## src/rtl/ps2_rx_fifo.sv

```systemverilog
// ps2_rx_fifo: PS/2 keyboard receiver with clock glitch filter, frame checking,
// optional E0/F0 prefix decoding and a first-word-fall-through receive FIFO.
module ps2_rx_fifo #(
  parameter int FIFO_DEPTH     = 16,
  parameter int FILTER_LEN     = 4,
  parameter int TIMEOUT_CYCLES = 5000,
  parameter bit DECODE         = 1'b1
) (
  input  logic                          clk_i,
  input  logic                          rst_ni,
  input  logic                          kb_clk_i,
  input  logic                          kb_dat_i,
  input  logic                          rd_i,
  input  logic                          clr_err_i,
  output logic                          valid_o,
  output logic [9:0]                    data_o,
  output logic [$clog2(FIFO_DEPTH):0]   count_o,
  output logic                          parity_err_o,
  output logic                          frame_err_o,
  output logic                          overflow_o
);
  localparam int AW = $clog2(FIFO_DEPTH);
  localparam int CW = AW + 1;
  localparam int TW = $clog2(TIMEOUT_CYCLES + 1);
  typedef enum logic [1:0] {IDLE, RECV, CHECK} state_e;
  state_e state_q, state_d;
  logic [1:0] clk_sync_q, dat_sync_q;
  logic filt_q, filt_d;
  logic [3:0] fcnt_q, fcnt_d;
  logic [3:0] idx_q, idx_d;
  logic [9:0] sr_q, sr_d;
  logic [TW-1:0] tcnt_q, tcnt_d;
  logic pend_ext_q, pend_ext_d, pend_brk_q, pend_brk_d;
  logic [AW-1:0] wr_ptr_q, wr_ptr_d, rd_ptr_q, rd_ptr_d;
  logic [CW-1:0] cnt_q, cnt_d;
  logic perr_q, perr_d, ferr_q, ferr_d, ovf_q, ovf_d;
  logic [9:0] mem_q [FIFO_DEPTH];
  logic fall, push, pop, full, wr_en, set_perr, set_ferr;
  logic [9:0] push_data;
  // The filtered level flips only after FILTER_LEN cycles of disagreement.
  always_comb begin
    filt_d = filt_q;
    fcnt_d = '0;
    if (clk_sync_q[1] != filt_q) begin
      if (fcnt_q == 4'(FILTER_LEN)) filt_d = clk_sync_q[1];
      else fcnt_d = fcnt_q + 4'd1;
    end
    fall = filt_q & ~filt_d;
  end
  // sr_q collects data[7:0], parity and stop, shifted in LSB first.
  always_comb begin
    state_d = state_q;
    idx_d = idx_q;
    sr_d = sr_q;
    tcnt_d = '0;
    pend_ext_d = pend_ext_q;
    pend_brk_d = pend_brk_q;
    push = 1'b0;
    push_data = {pend_ext_q, pend_brk_q, sr_q[7:0]};
    set_perr = 1'b0;
    set_ferr = 1'b0;
    case (state_q)
      IDLE: if (fall && !dat_sync_q[1]) begin
        state_d = RECV;
        idx_d = 4'd1;
      end
      RECV: if (fall) begin
        sr_d = {dat_sync_q[1], sr_q[9:1]};
        idx_d = idx_q + 4'd1;
        state_d = idx_q == 4'd10 ? CHECK : RECV;
      end else if (tcnt_q == TW'(TIMEOUT_CYCLES)) begin
        set_ferr = 1'b1;
        state_d = IDLE;
        pend_ext_d = 1'b0;
        pend_brk_d = 1'b0;
      end else tcnt_d = tcnt_q + TW'(1);
      CHECK: begin
        state_d = IDLE;
        if (!(^sr_q[8:0]) || !sr_q[9]) begin
          set_perr = !(^sr_q[8:0]);
          set_ferr = ^sr_q[8:0];
          pend_ext_d = 1'b0;
          pend_brk_d = 1'b0;
        end else if (DECODE && sr_q[7:0] == 8'hE0) pend_ext_d = 1'b1;
        else if (DECODE && sr_q[7:0] == 8'hF0) pend_brk_d = 1'b1;
        else begin
          push = 1'b1;
          pend_ext_d = 1'b0;
          pend_brk_d = 1'b0;
        end
      end
      default: state_d = IDLE;
    endcase
  end
  always_comb begin
    full = cnt_q == CW'(FIFO_DEPTH);
    pop = rd_i && cnt_q != '0;
    wr_en = push && (!full || pop);
    wr_ptr_d = wr_ptr_q + AW'(wr_en);
    rd_ptr_d = rd_ptr_q + AW'(pop);
    cnt_d = cnt_q + CW'(wr_en) - CW'(pop);
    perr_d = set_perr | (perr_q & ~clr_err_i);
    ferr_d = set_ferr | (ferr_q & ~clr_err_i);
    ovf_d = (push & full & ~pop) | (ovf_q & ~clr_err_i);
  end
  always_ff @(posedge clk_i or negedge rst_ni) begin
    if (!rst_ni) begin
      clk_sync_q <= 2'b11;
      dat_sync_q <= 2'b11;
      filt_q <= 1'b1;
      fcnt_q <= '0;
      state_q <= IDLE;
      idx_q <= '0;
      sr_q <= '0;
      tcnt_q <= '0;
      pend_ext_q <= 1'b0;
      pend_brk_q <= 1'b0;
      wr_ptr_q <= '0;
      rd_ptr_q <= '0;
      cnt_q <= '0;
      perr_q <= 1'b0;
      ferr_q <= 1'b0;
      ovf_q <= 1'b0;
    end else begin
      clk_sync_q <= {clk_sync_q[0], kb_clk_i};
      dat_sync_q <= {dat_sync_q[0], kb_dat_i};
      filt_q <= filt_d;
      fcnt_q <= fcnt_d;
      state_q <= state_d;
      idx_q <= idx_d;
      sr_q <= sr_d;
      tcnt_q <= tcnt_d;
      pend_ext_q <= pend_ext_d;
      pend_brk_q <= pend_brk_d;
      wr_ptr_q <= wr_ptr_d;
      rd_ptr_q <= rd_ptr_d;
      cnt_q <= cnt_d;
      perr_q <= perr_d;
      ferr_q <= ferr_d;
      ovf_q <= ovf_d;
    end
  end
  always_ff @(posedge clk_i) begin
    if (wr_en) mem_q[wr_ptr_q] <= push_data;
  end
  assign valid_o = cnt_q != '0;
  assign data_o = valid_o ? mem_q[rd_ptr_q] : '0;
  assign count_o = cnt_q;
  assign parity_err_o = perr_q;
  assign frame_err_o = ferr_q;
  assign overflow_o = ovf_q;
endmodule

```

## config.mk

```make
export PLATFORM = sky130hd
export DESIGN_NAME = ps2_rx_fifo
export DESIGN_NICKNAME = d
export VERILOG_FILES = /design/src/rtl/ps2_rx_fifo.sv
export SDC_FILE = /design/constraint.sdc
export NUM_CORES = 1
export LEC_CHECK = 0
export ABC_CLOCK_PERIOD_IN_PS = 10450
export BUFFER_PORTS_ARGS = -buffer_cell sky130_fd_sc_hd__clkbuf_2
export CORE_ASPECT_RATIO = 1.5
export CORE_MARGIN = 2
export CORE_UTILIZATION = 30
export DETAILED_ROUTE_END_ITERATION = 12
export PLACE_DENSITY_LB_ADDON = 0.3
export SETUP_SLACK_MARGIN = 0.3
export SLEW_MARGIN = 20
export SYNTH_ARGS = -nofsm -noshare
export SYNTH_HDL_FRONTEND = slang
export SYNTH_SLANG_ARGS = --single-unit
```

## constraint.sdc

```tcl
create_clock -name clk_i -period 10.45 [get_ports clk_i]
set_clock_uncertainty 0.15 [all_clocks]
set_input_delay 1.045 -clock clk_i [delete_from_list [all_inputs] [get_ports clk_i]]
set_output_delay 1.045 -clock clk_i [all_outputs]
set_load 0.05 [all_outputs]
```

Word level (Yosys, flattened, before mapping). Memories as Yosys holds them, arrays and structs flattened. Index checks and enable logic that the tools add are counted.

RAM bits: 160. Output and inout bits: 19. Word-level logic and storage cells: 109. Memories: 1. Flip-flop bits (word level): 56. Bits of input ports: 6.

Mux-type cells: 38. $add $sub $neg: 7. Bitwise logic cells: 12. Equal/unequal tests: 16. Reduce and logical (&&, ||, !) cells: 19.

Memory list: mem_q (words 16, bits a word 10, rd ports 1, clocked after Yosys merged registers in 0, wr ports 1, RTL line 37) `logic [9:0] mem_q [FIFO_DEPTH];`.

Operators by type and width (count): $mux 13 (3); $mux 1 (21); $eq 8x8->1 const B (2); $mux 4 (4); $add 13x1->13 const B (1); $eq 13x13->1 const B (1); $mux 10 (1); $reduce_xor 9->1 (1); $add 4x1->4 (2); $add 4x1->4 const B (2); $mux 2 (4); $ne 2x2->1 const B (4); $pmux 4 s2 (1); $reduce_and 4->1 (2); $and 1x1->1 (6); $ne 3x3->1 const B (2); $pmux 1 s2 (3); $add 5x1->5 (1); $eq 5x5->1 const B (1); $reduce_bool 5->1 (1); $sub 5x1->5 (1); $eq 4x3->1 const B (1); $eq 4x4->1 const B (1); $logic_not 1->1 (4); 13 further kinds (22).

Depth between registers and ports, before layout. Gate-level depths: netlist of run 1.

Depth in word-level cells: 8. Depth in mapped cells: 14. Gate-level depth less buffers: 14.

Worst setup path after synthesis of run 1. OpenSTA, ideal clock, no wires.

Path kind: register to register. From: register sr_q[4]. To: register cnt_q[4], in the netlist count_o[4]. Data required time: 10.177 ns. Setup time: 0.123 ns. Clock period less this slack: 3.381 ns. Cell stages (with the launch flop): 15. Path buffers: 0. Arrival: 3.108 ns. Path slack: 7.069 ns. Path through: dfrtp_1 inv_1 ha_1 xnor3_1 xnor2_2 nor4_4 inv_1 ha_1 inv_1 ha_1 fa_1 a21oi_1 nor2_1 nor2_1 xnor2_1.

Cells in the longest elaborated chain, start to end: 8. Elaborated cells on any way between the ends: 12. Those cells by class: add/sub: 2; eq/ne: 2; mux: 4; reduce/logical: 4.

RTL lines: start: declaration (RTL line 31) `logic [9:0] sr_q, sr_d;`; start signal: assignment (RTL line 131) `sr_q <= sr_d;`; $eq 8x8->1 / $reduce_xor 9->1 (equally long branches) (RTL line 85, 79); $mux 1 / $logic_not 1->1 (equally long branches) (RTL line 85, 79); $mux 1 / $logic_or 1x1->1 (equally long branches) (RTL line 84, 79); $mux 1 (*) (RTL line 79) `if (!(^sr_q[8:0]) || !sr_q[9]) begin`; $mux 1 (*) (RTL line 62) `case (state_q)`; $logic_and 1x1->1 (*) (RTL line 98) `wr_en = push && (!full || pop);`; $add 5x1->5 (*) (RTL line 101) `cnt_d = cnt_q + CW'(wr_en) - CW'(pop);`; $sub 5x1->5 (*) (RTL line 101); via cnt_d[4] (RTL line 35) `logic [CW-1:0] cnt_q, cnt_d;`; end signal: assignment (RTL line 137) `cnt_q <= cnt_d;`; end: declaration (RTL line 35).

Mark *: on every way through the listed nets, which the timed path passes. The rest lies on a longest branch. A chain may end at the register's enable or synchronous reset.

Worst setup path in the final report of run 1.
From: register rd_ptr_q[0]. To: output port data_o[2].

Cells in the longest elaborated chain, start to end: 2.

RTL lines: start: declaration (RTL line 34) `logic [AW-1:0] wr_ptr_q, wr_ptr_d, rd_ptr_q, rd_ptr_d;`; start signal: assignment (RTL line 136) `rd_ptr_q <= rd_ptr_d;`; $mem_v2 16x10; $mux 10 (RTL line 147) `assign data_o = valid_o ? mem_q[rd_ptr_q] : '0;`; end: declaration (RTL line 16) `output logic [9:0] data_o,`.

No other way between the ends.

==> key figures, run 1 <==
Die
  • Height of the die: 216 µm
  • Initial Util: 0.305
  • Core ar.: 0.0294 mm²
  • Die Span X: 145 µm
  • Die footprint: 0.0313 mm²
  • # rows: 77
  • Number of top-level pins: 25

Setup path
  • Worst Setup End Kind: output pin
  • R2r setup slk: 6590 ps
  • CP Buf/Inv Count: 2
  • Cells on worst reg2reg path: 14
  • Delay-heaviest family, CP: multiplexers
  • CP Data Required Time: 9260 ps
  • R2r startpoint: sr_q[3]
  • Slowest CP cell: mux4_2
  • Ordered list of cells on the worst path: buf_4 > mux4_2 > mux4_2 > nor2b_1 > clkbuf_2
  • Most frequent cell on the critical path: mux4_2
  • Reg2reg end: count_o[4]
  • Crit path launch type: flop
  • Max incr delay on CP: 590 ps
  • CP Max Fanout: 31
  • Worst setup path category: reg -> out
  • Crit path DAT: 3230 ps

Synth
  • Number of synthesized flops with an enable pin: 160
  • FF+latch count, synth: 216
  • Net Count, Synth: 547
  • Cell variety after synth: 44
  • Mean Syn Cell Area: 17.3 µm²
  • Ys flop type: edfxtp_1
  • Synth Warn #: 0
  • Register area share after synthesis: 0.694
  • Cell count after synthesis: 516
  • Mapped cell area: 0.00895 mm²
  • Synth top area share: 0.537
  • FFs w/ async S/R, synth: 0.259
  • Synth area leaders: edfxtp_1 54%, dfrtp_1 14%, mux4_2 13%, ha_1 3.4%, dfstp_2 1.5%
  • Area leader, netlist: edfxtp_1

Route
  • Antenna Violating Nets Remaining: 0
  • DR iter-0 viols: 394
  • Routed vias/inst: 4.71
  • Drt wl/cell: 19.0 µm
  • Final WL: 18.4 mm
  • Drt first pass iters: 4
  • Vias: 4,577
  • Remaining DRCs: 0

Clock tree
  • Setup Buffers After CTS: 0
  • CTS max path bufs: 3
  • CTS H-tree lvls: 1
  • CTS sink cnt: 216
  • Post-CTS Resized: 0
  • Inserted Clock Buffers: 22
  • CTS clock-pin slew for the worst setup and hold paths: 60 ps
  • TritonCTS clock tree: yes
  • Root Driver: clkbuf_16
  • Worst-Skew Late Latency: 490 ps
  • Post-CTS Hold Buffers: 0

Layout
  • Fin nets: 592
  • Flip-flop and latch area: 0.00621 mm²
  • Multi-input logic area: 0.00257 mm²
  • Ant diodes: 0
  • Proportion of layout cells with a drive suffix above 1: 0.246
  • Synthesis-to-layout area growth: 15.7%
  • Finished Core Util: 0.352
  • Fillers: 2,769
  • Post-route cell area: 0.0104 mm²

Timing
  • Worst slew pin tran: 959 ps
  • Final setup violation count: 0
  • F_max: 226 MHz
  • Period utilization: 0.424
  • RSZ-0062 raised after global routing: false
  • TNS Setup: 0 ps
  • Final Hold Viols: 0
  • Max Slew Vio Count: 0
  • Final worst slack: 6020 ps
  • Minimum clock period: 4430 ps
  • Relative slew margins: 0.361

Global route
  • Tot GR Track Use: 0.120
  • GRT overflow: 0
  • First-pass GRT wire length: 29.1 mm
  • Largest net degree at the start of global routing: 57
  • Vias in the first global route: 4,988
  • Initial antenna violation count: 0

Place
  • Worst slack at placement: 6450 ps
  • PortBufs: 24
  • Dpl cell area: 0.00961 mm²
  • GP Congestion: 0.745
  • Detailed Place HPWL: 11.7 mm

Pwr
  • Switch Pwr: 0.566 mW
  • Clk pwr share: 0.377
  • Total power: 2.15 mW
  • Maximum vdd drop: 0.000136 V
  • Sequential power share: 0.469
  • Sw frac: 0.263
  • PwrDens: 207 mW/mm²
  • Design internal power: 1.58 mW
  • Combinational fraction of design power: 0.154
  • Leakage: 3.88 nW

Min path
  • Hold depth: 0
  • Hold crit path type: reg -> reg
  • Worst Hold Path EP: dat_sync_q[1]
  • Hold_sp: dat_sync_q[0]

Run status
  • Status: finished, final reports clean

Run
  • Max-cap viol count: 0
## through the flow
step	cells	hold WS [ps]
global route	972	217
CTS	972	210
finish	972	209
floorplan	516	195
detailed placement	932	201
global placement	932	200
## cell usage in the layout, fill, tap and decap left out, types with 2 or more instances in the layout
| master | instances |
|---|---|
| edfxtp_1 | 160 |
| mux4_2 | 50 |
| dfrtp_1 | 50 |
| nor2_1 | 29 |
| inv_1 | 27 |
| ha_1 | 24 |
| clkbuf_2 | 24 |
| nand2_1 | 23 |
| clkbuf_16 | 23 |
| buf_4 | 14 |
| nand3_1 | 13 |
| o21ai_0 | 13 |
| nor3_1 | 12 |
| nor2b_1 | 12 |
| xnor2_1 | 11 |
| xor2_1 | 8 |
| mux2_2 | 7 |
| a21oi_1 | 6 |
| nor2_2 | 6 |
| a22o_1 | 6 |
| clkbuf_1 | 6 |
| and3_1 | 5 |
| dfstp_2 | 5 |
| nand3b_1 | 4 |
| bufinv_16 | 4 |
| nand2b_1 | 3 |
| clkinv_1 | 3 |
| clkinv_2 | 3 |
| nand4_1 | 2 |
| or3_1 | 2 |
| mux2i_1 | 2 |
## synthesized netlist by cell type (2+ instances only)
master and number:
buf_1 4, nand2_1 23, inv_1 27, or3_1 2
nand4_1 2, mux4_2 50, nand3b_1 4, xor2_1 8
dfstp_2 5, edfxtp_1 160, mux2i_1 2, nand2b_1 3
buf_4 4, a21oi_1 6, nor3_1 12, ha_1 24
o21ai_0 13, mux2_2 7, nor2_1 35, xnor2_1 11
nor2b_1 12, a22o_1 6, nand3_1 13, and3_1 5
clkbuf_1 9, dfrtp_1 51
## cells by family (layout without fill, tap and decap cells)
group,count (synthesis),after routing,synth area share
muxes,59,59,0.137
adders and majority gates,25,25,0.0358
and+or+nand+nor,120,120,0.0682
buffers and inverters,44,105,0.0201
DFF,216,216,0.694
xor gates and xnor gates,21,21,0.0229
AOI/OAI and AO/OA,31,31,0.0218
## registers in the layout (all words and copies together) (netlist names)
register,flops
count_o,5
pend_brk_q,1
overflow_o,1
mem_q,160
state_q,2
sr_q,10
pend_ext_q,1
filt_q,1
idx_q,4
wr_ptr_q,4
rd_ptr_q,4
fcnt_q,4
tcnt_q,13
dat_sync_q,2
clk_sync_q,2
frame_err_o,1
parity_err_o,1
## cell type report
cell class,count,share of cell area
Multi-Input combinational cell,256,0.248
Sequential cell,216,0.600
Clock inverter,11,0.0149
Tap cell,395,0.0477
Clock buffer,29,0.0577
Inverter,27,0.00978
Timing Repair Buffer,38,0.0217
## per-layer routing
| metal | vias to the layer above | global-route usage | routed length, µm | share of wire |
|---|---|---|---|---|
| li1 | 2068 | - | - | - |
| met1 | 2364 | 0.146 | 7370 | 0.40 |
| met2 | 112 | 0.219 | 9740 | 0.53 |
| met3 | 33 | 0.0161 | 861 | 0.047 |
| met4 | 0 | 0.0383 | 455 | 0.025 |
| met5 | - | 0 | 0 | 0 |
## power groups by stage
stage | sequential (mW) | clock [mW] | combinational (mW)
final | 1.01 | 0.810 | 0.331
after global routing | 1.02 | 0.865 | 0.366
after CTS | 1.01 | 0.828 | 0.338
after detailed placement | 1.03 | 0 | 0.337
after global placement | 1.03 | 0 | 0.326
after floorplan | 1.02 | 0 | 0.265
## worst max-delay path by stage
stage	slack, ps	from	depth (start not counted)	end
2_1_floorplan	7070	sr_q[4]	14	count_o[4]
3_3_place_gp	6460	rd_ptr_q[0]	5	data_o[2]
3_5_place_dp	6450	rd_ptr_q[0]	5	data_o[2]
4_1_cts	5920	rd_ptr_q[0]	5	data_o[4]
5_1_grt	5800	rd_ptr_q[0]	5	data_o[2]
6_report	6020	rd_ptr_q[0]	5	data_o[2]
(Power assumes the default switching activity.)
==> run 2: changes to the inputs <==
- ABC_CLOCK_PERIOD_IN_PS: 10450 -> 3900
- clock period: 10.45 -> 3.9 ns (I/O delays scaled with it)
==> run 2 against run 1 <==
Net effect:
- via count hardly changed
- sequential power rose to 2.6 times the previous value
- sequential share of layout area is essentially flat
- register-to-register slack lost 6000 ps
- first-iteration DRC count down 20%
- count of clock-buffer cells in the layout down 4
- total power grew to 2.6 times the previous value
- worst hold slack lost 120 ps
- critical path depth up 8
- critical endpoint is now count_o[4]
- largest cell class unchanged
- largest power group unchanged
- highest routed layer unchanged
==> key figures, run 2 (synthesis gave the netlist of run 1 again) <==
Run status
  • Status: finished, final reports clean

Die
  • Core ar.: 0.0294 mm² (unchanged)
  • Number of top-level pins: 25 (unchanged)
  • Die Span X: 145 µm (unchanged)
  • Height of the die: 216 µm (unchanged)
  • # rows: 77 (unchanged)
  • Die footprint: 0.0313 mm² (unchanged)
  • Initial Util: 0.305 (unchanged)

Setup path
  • Worst setup path category: reg -> reg
  • CP Buf/Inv Count: 2 (unchanged)
  • CP Data Required Time: 4160 ps (-5100 ps)
  • Delay-heaviest family, CP: adder cells
  • Max incr delay on CP: 660 ps (+70 ps)
  • Crit path DAT: 3610 ps (+380 ps)
  • Ordered list of cells on the worst path: ha_1 > xor2_1 > xnor2_2 > nor4_4 > inv_1 > ha_1 > inv_1 > ha_1 > fa_1 > a21oi_1 > nor2_1 > nor2_1 > xnor2_1
  • Crit path launch type: flop
  • Worst Setup End Kind: flop
  • Slowest CP cell: dfrtp_1
  • Most frequent cell on the critical path: ha_1
  • CP Max Fanout: 19 (-39%)

Timing
  • Worst slew pin tran: 938 ps (-21.0 ps)
  • RSZ-0062 raised after global routing: false
  • Minimum clock period: 3360 ps
  • Period utilization: 0.861
  • Final setup violation count: 0 (unchanged)
  • Max Slew Vio Count: 0 (unchanged)
  • Worst Hold Slack: 87.6 ps (-121 ps)
  • Relative slew margins: 0.375 (+0.0140)
  • Final Hold Viols: 0 (unchanged)
  • F_max: 298 MHz
  • Final worst slack: 543 ps (-5480 ps)
  • TNS Setup: 0 ps (unchanged)

Clock tree
  • TritonCTS clock tree: yes
  • Inserted Clock Buffers: 21 (-4.5%)
  • CTS sink cnt: 216 (unchanged)
  • Setup Buffers After CTS: 0 (unchanged)
  • CTS H-tree lvls: 1 (unchanged)
  • CTS max path bufs: 3 (unchanged)
  • CTS clock-pin slew for the worst setup and hold paths: 60 ps (about the same)
  • Worst-Skew Late Latency: 490 ps (about the same)
  • Root Driver: clkbuf_16

Layout
  • Synthesis-to-layout area growth: 15.8% (about the same)
  • Fin nets: 609 (+2.9%)
  • Proportion of layout cells with a drive suffix above 1: 0.251 (+0.00475)
  • Max reg flops: 160 (unchanged)
  • Top reg by flops: mem_q
  • Fin cells: 985 (+1.3%)
  • Ant diodes: 0 (unchanged)
  • Commonest non-fill, non-tap cells in the layout: 160 x edfxtp_1, 50 x mux4_2, 48 x dfrtp_1
  • Most common cell after layout, fill and taps aside: edfxtp_1
  • Top Registers: mem_q (160), tcnt_q (13), sr_q (10)

Route
  • Drt first pass iters: 4 (unchanged)
  • DR iter-0 viols: 317 (-20%)
  • Routed vias/inst: 4.64 (-1.4%)
  • Vias: 4,574 (-0.066%)
  • Antenna Violating Nets Remaining: 0 (unchanged)
  • Drt wl/cell: 19.0 µm (+0.28%)
  • Remaining DRCs: 0 (unchanged)
  • Final WL: 18.7 mm (+1.6%)

Global route
  • Largest net degree at the start of global routing: 41 (-28%)
  • First-pass GRT wire length: 29.1 mm (about the same)
  • Initial antenna violation count: 0 (unchanged)
  • Tot GR Track Use: 0.122 (+0.00173)
  • Vias in the first global route: 5,025 (+0.74%)
  • Met1 usage: 0.135 (-0.0117)
  • Met3 GRT Util: 0.0167 (+0.000634)
  • GR peak layer: met2
  • GRT overflow: 0 (unchanged)
  • Grt met2 use: 0.239 (+0.0200)

Place
  • Placed insts: 947 (+1.6%)
  • GP Congestion: 0.792 (+6.3%)
  • Worst slack at placement: 454 ps (-6000 ps)
  • Detailed Place HPWL: 12.2 mm (+3.9%)
  • PortBufs: 24 (unchanged)

Pwr
  • Total power: 5.49 mW (+160%)
  • Maximum vdd drop: 0.000689 V (+410%)
  • Leakage: 3.92 nW (+0.89%)
  • PwrDens: 529 mW/mm² (+160%)

Min path
  • Hold crit path type: in -> reg

Run
  • Max-cap viol count: 0 (unchanged)
==> run 2: cell count changes in the layout (fill, tap and decap cells not counted) <==
| cell | change |
|---|---|
| buf_12 | +1 |
| clkbuf_16 | -2 |
| dlygate4sd3_1 | +3 |
| clkinv_1 | +2 |
| clkinv_4 | +2 |
| dfrtp_2 | +2 |
| dfrtp_1 | -2 |
| clkinvlp_4 | -1 |
| buf_4 | +14 |
| clkbuf_1 | -2 |
| clkinv_2 | -1 |
| nor2_2 | -6 |
| bufinv_16 | -3 |
| nor2_1 | +6 |
==> run 2: worst paths after layout <==
| path | startpoint | endpoint | slack, ps | depth (start not counted) |
|---|---|---|---|---|
| max | sr_q[6] | count_o[4] | 540 | 13 |
| min | clr_err_i | overflow_o | 90 | 3 |
| max reg2reg | sr_q[6] | count_o[4] | 540 | 13 |
| min reg2reg | dat_sync_q[0] | dat_sync_q[1] | 210 | 0 |
| max in group asynchronous | rst_ni | dat_sync_q[1] | 2430 | 3 |
| min in group asynchronous | rst_ni | count_o[2] | 280 | 2 |
==> run 2: what timing repair did <==
| action | 4_1_cts | 5_1_grt |
|---|---|---|
| setup endpoints to repair | 0 | 1 |
| hold endpoints to repair | 24 | 0 |
| gates resized for setup | 0 | 2 |
| hold buffers | 3 | 0 |
==> run 2: area by class of cell <==
cell class | instances | area (µm²)
multi-input cells | 256 | 2560
repair buffers | 56 | 380
flip-flops and latches | 216 | 6220
inverters | 27 | 101
fillers | 2772 | 19000
clock inverters | 10 | 76.3
clock buffers | 25 | 541
well taps | 395 | 494
==> run 2: power breakdown <==
group | internal (mW) | switching [mW] | total, mW | leakage [nW]
registers | 2.53 | 0.142 | 2.67 | 2.44
clock network | 1.05 | 0.817 | 1.87 | 0.302
logic | 0.390 | 0.557 | 0.947 | 1.17
total | 3.97 | 1.52 | 5.49 | 3.92
==> run 2: stage by stage <==
stage / utilization / instance area [µm²]
after floorplan: - / 8950
after global placement: 0.331 / 9720
after detailed placement: 0.331 / 9720
after CTS: 0.353 / 10400
after global routing: 0.353 / 10400
final: 0.353 / 10400
==> run 2: worst reg2reg max path, cell delays in order, from the launching register on <==
cell and delay, ps:
dfrtp_1 660, ha_1 330, xor2_1 260, xnor2_2 180, nor4_4 260, inv_1 70
ha_1 270, inv_1 40, ha_1 190, fa_1 400, a21oi_1 150, nor2_1 50
nor2_1 110, xnor2_1 130
==> run 2: layer usage <==
layer  wire, µm  vias to the layer above  part of all wire
met3        655                       26             0.035
met4        412                        0             0.022
met5          0                        -                 0
met1       7370                     2381              0.39
met2      10300                       72              0.55
li1           -                     2095                 -
==> run 3: changes to the inputs <==
- CTS_BUF_LIST: unset -> sky130_fd_sc_hd__clkbuf_8
- CTS_CLUSTER_DIAMETER: unset -> 40
- RECOVER_POWER: unset -> 100
==> run 3 against run 2 <==
Net effect:
- die area unchanged
- worst setup slack worse by 130 ps
- design area fell by 0.98%
- combinational power shrank 1%
- count of clock-buffer cells in the layout up 13
- clock power down 7%
- first-iteration DRC count down 21%
- total power is 2.5% lower
- critical path depth shrank 4
- largest cell class unchanged
- highest routed layer unchanged
==> key figures, run 3 (synthesis gave the netlist of run 1 again) <==
Run status
  • Status: finished, final reports clean

Route
  • Antenna Violating Nets Remaining: 0 (unchanged)
  • DR iter-0 viols: 250 (-21%)
  • Routed vias/inst: 4.63 (-0.30%)
  • Final WL: 18.8 mm (+0.28%)
  • Drt first pass iters: 4 (unchanged)
  • Vias: 4,676 (+2.2%)
  • Remaining DRCs: 0 (unchanged)
  • Drt wl/cell: 18.6 µm (-2.2%)

Timing
  • TNS Setup: 0 ps (unchanged)
  • Worst slew pin tran: 1210 ps (+274 ps)
  • Final Hold Viols: 0 (unchanged)
  • RSZ-0062 raised after global routing: false
  • F_max: 287 MHz (-3.7%)
  • Period utilization: 0.894 (+0.0332)
  • Relative slew margins: 0.192 (-0.183)
  • Max Slew Vio Count: 0 (unchanged)
  • Final setup violation count: 0 (unchanged)
  • Minimum clock period: 3490 ps (+129 ps)

Global route
  • Tot GR Track Use: 0.124 (+0.00214)
  • Vias in the first global route: 5,165 (+2.8%)
  • Initial antenna violation count: 0 (unchanged)
  • Largest net degree at the start of global routing: 41 (unchanged)
  • First-pass GRT wire length: 29.4 mm (+1.2%)
  • GRT overflow: 0 (unchanged)

Layout
  • Synthesis-to-layout area growth: 14.7%
  • Most common cell after layout, fill and taps aside: edfxtp_1
  • Multi-input logic area: 0.00256 mm² (unchanged)
  • Top reg by flops: mem_q
  • Top Registers: mem_q (160), tcnt_q (13), sr_q (10)
  • Commonest non-fill, non-tap cells in the layout: 160 x edfxtp_1, 50 x mux4_2, 50 x dfrtp_1
  • Flip-flop and latch area: 0.00621 mm² (about the same)
  • Fillers: 2,814 (+1.5%)
  • Post-route cell area: 0.0103 mm² (-0.98%)
  • Ant diodes: 0 (unchanged)
  • Fin nets: 622 (+2.1%)
  • Proportion of layout cells with a drive suffix above 1: 0.213 (-0.0378)
  • Max reg flops: 160 (unchanged)

Die
  • Core ar.: 0.0294 mm² (unchanged)
  • Height of the die: 216 µm (unchanged)
  • Initial Util: 0.305 (unchanged)
  • Die Span X: 145 µm (unchanged)
  • Number of top-level pins: 25 (unchanged)
  • Die footprint: 0.0313 mm² (unchanged)
  • # rows: 77 (unchanged)

Clock tree
  • Setup Buffers After CTS: 0 (unchanged)
  • TritonCTS clock tree: yes
  • CTS clock-pin slew for the worst setup and hold paths: 60 ps (about the same)
  • Inserted Clock Buffers: 34 (+62%)
  • Worst-Skew Late Latency: 500 ps (about the same)
  • CTS sink cnt: 216 (unchanged)
  • CTS H-tree lvls: 2 (+1)
  • CTS max path bufs: 3 (unchanged)
  • Root Driver: clkbuf_8

Setup path
  • Cells on worst reg2reg path: 9 (-4)
  • Crit path DAT: 3510 ps (-100 ps)
  • R2r setup slk: 410 ps (-130 ps)
  • Delay-heaviest family, CP: simple AND/OR/NAND/NOR gates
  • Max incr delay on CP: 670 ps (about the same)
  • Crit path launch type: flop
  • CP Data Required Time: 3930 ps (-230 ps)
  • WP depth: 9 (-4)
  • CP Buf/Inv Count: 3 (+1)
  • Slowest CP cell: dfrtp_1
  • Worst setup path category: reg -> reg
  • Ordered list of cells on the worst path: inv_1 > ha_1 > xnor3_1 > xnor2_2 > nor4_4 > clkbuf_1 > nand3b_1 > nor2_1 > clkbuf_2
  • CP Max Fanout: 18 (-1)
  • Worst Setup End Kind: flop

Place
  • GP Congestion: 0.792 (unchanged)
  • Dpl cell area: 0.00972 mm² (unchanged)
  • PortBufs: 24 (unchanged)
  • Detailed Place HPWL: 12.2 mm (unchanged)

Pwr
  • PwrDens: 521 mW/mm² (-1.6%)
  • Total power: 5.35 mW (-2.5%)
  • Leakage: 3.87 nW (-1.3%)
  • Maximum vdd drop: 0.000713 V (+3.5%)

Run
  • Max-cap viol count: 0 (unchanged)

Min path
  • Hold crit path type: in -> reg
  • Hold depth: 3 (unchanged)
run 3: cell types whose count changed in the layout (fill, tap and decap cells not counted), moves of 3 or more:
cell | before | now
inv_1 | 27 | 39
clkbuf_1 | 4 | 28
clkbuf_16 | 21 | 0
clkinv_1 | 5 | 8
buf_4 | 28 | 2
clkbuf_2 | 24 | 21
clkbuf_8 | 0 | 38
run 3: per-stage QoR:
stage	std cells	hold WS (ps)	worst slack [ps]	utilization
after detailed placement	947	199	454	0.331
final	1010	87.1	414	0.349
after global placement	947	198	544	0.331
after CTS	1010	64.3	434	0.353
after global routing	1010	86.2	198	0.349
after floorplan	516	-55.6	519	-
run 3: layer usage:
layer,share of wire,wire (µm),track usage
met1,0.38,7220,0.133
met3,0.043,806,0.0237
met5,0,0,0
met4,0.026,482,0.0436
met2,0.55,10300,0.239
run 3: tightest hold or removal path: cells and delay by family:
kind	cells	cell delay [ps]
buffers and inverters	2	170
AO/OA/AOI/OAI	1	140
run 3: final timing paths:
kind	from	to
max in group asynchronous	rst_ni	rd_ptr_q[0]
hold / removal	clr_err_i	overflow_o
min in group asynchronous	rst_ni	count_o[2]
setup reg to reg	sr_q[1]	mem_q[10][7]
setup / recovery	sr_q[1]	mem_q[10][7]
hold reg to reg	clk_sync_q[0]	clk_sync_q[1]
run 3: repair_timing:
action                     4_1_cts  5_1_grt
resized for setup                0        2
hold endpoints to repair        24        0
setup endpoints to repair        0        1
hold buffers                     3        0
run 3: cell type report:
class	count	share of cell area
Inverter	27	0.00987
Sequential cell	216	0.605
Clock inverter	22	0.00902
Tap cell	395	0.0482
Timing Repair Buffer	56	0.0276
Clock buffer	38	0.0510
Multi-Input combinational cell	256	0.249
run 3: report_power, final:
| group | internal [mW] | leakage [nW] | switching, mW |
|---|---|---|---|
| clock | 0.895 | 0.359 | 0.847 |
| sequential | 2.53 | 2.45 | 0.142 |
| combinational | 0.381 | 1.06 | 0.553 |
| total | 3.81 | 3.87 | 1.54 |
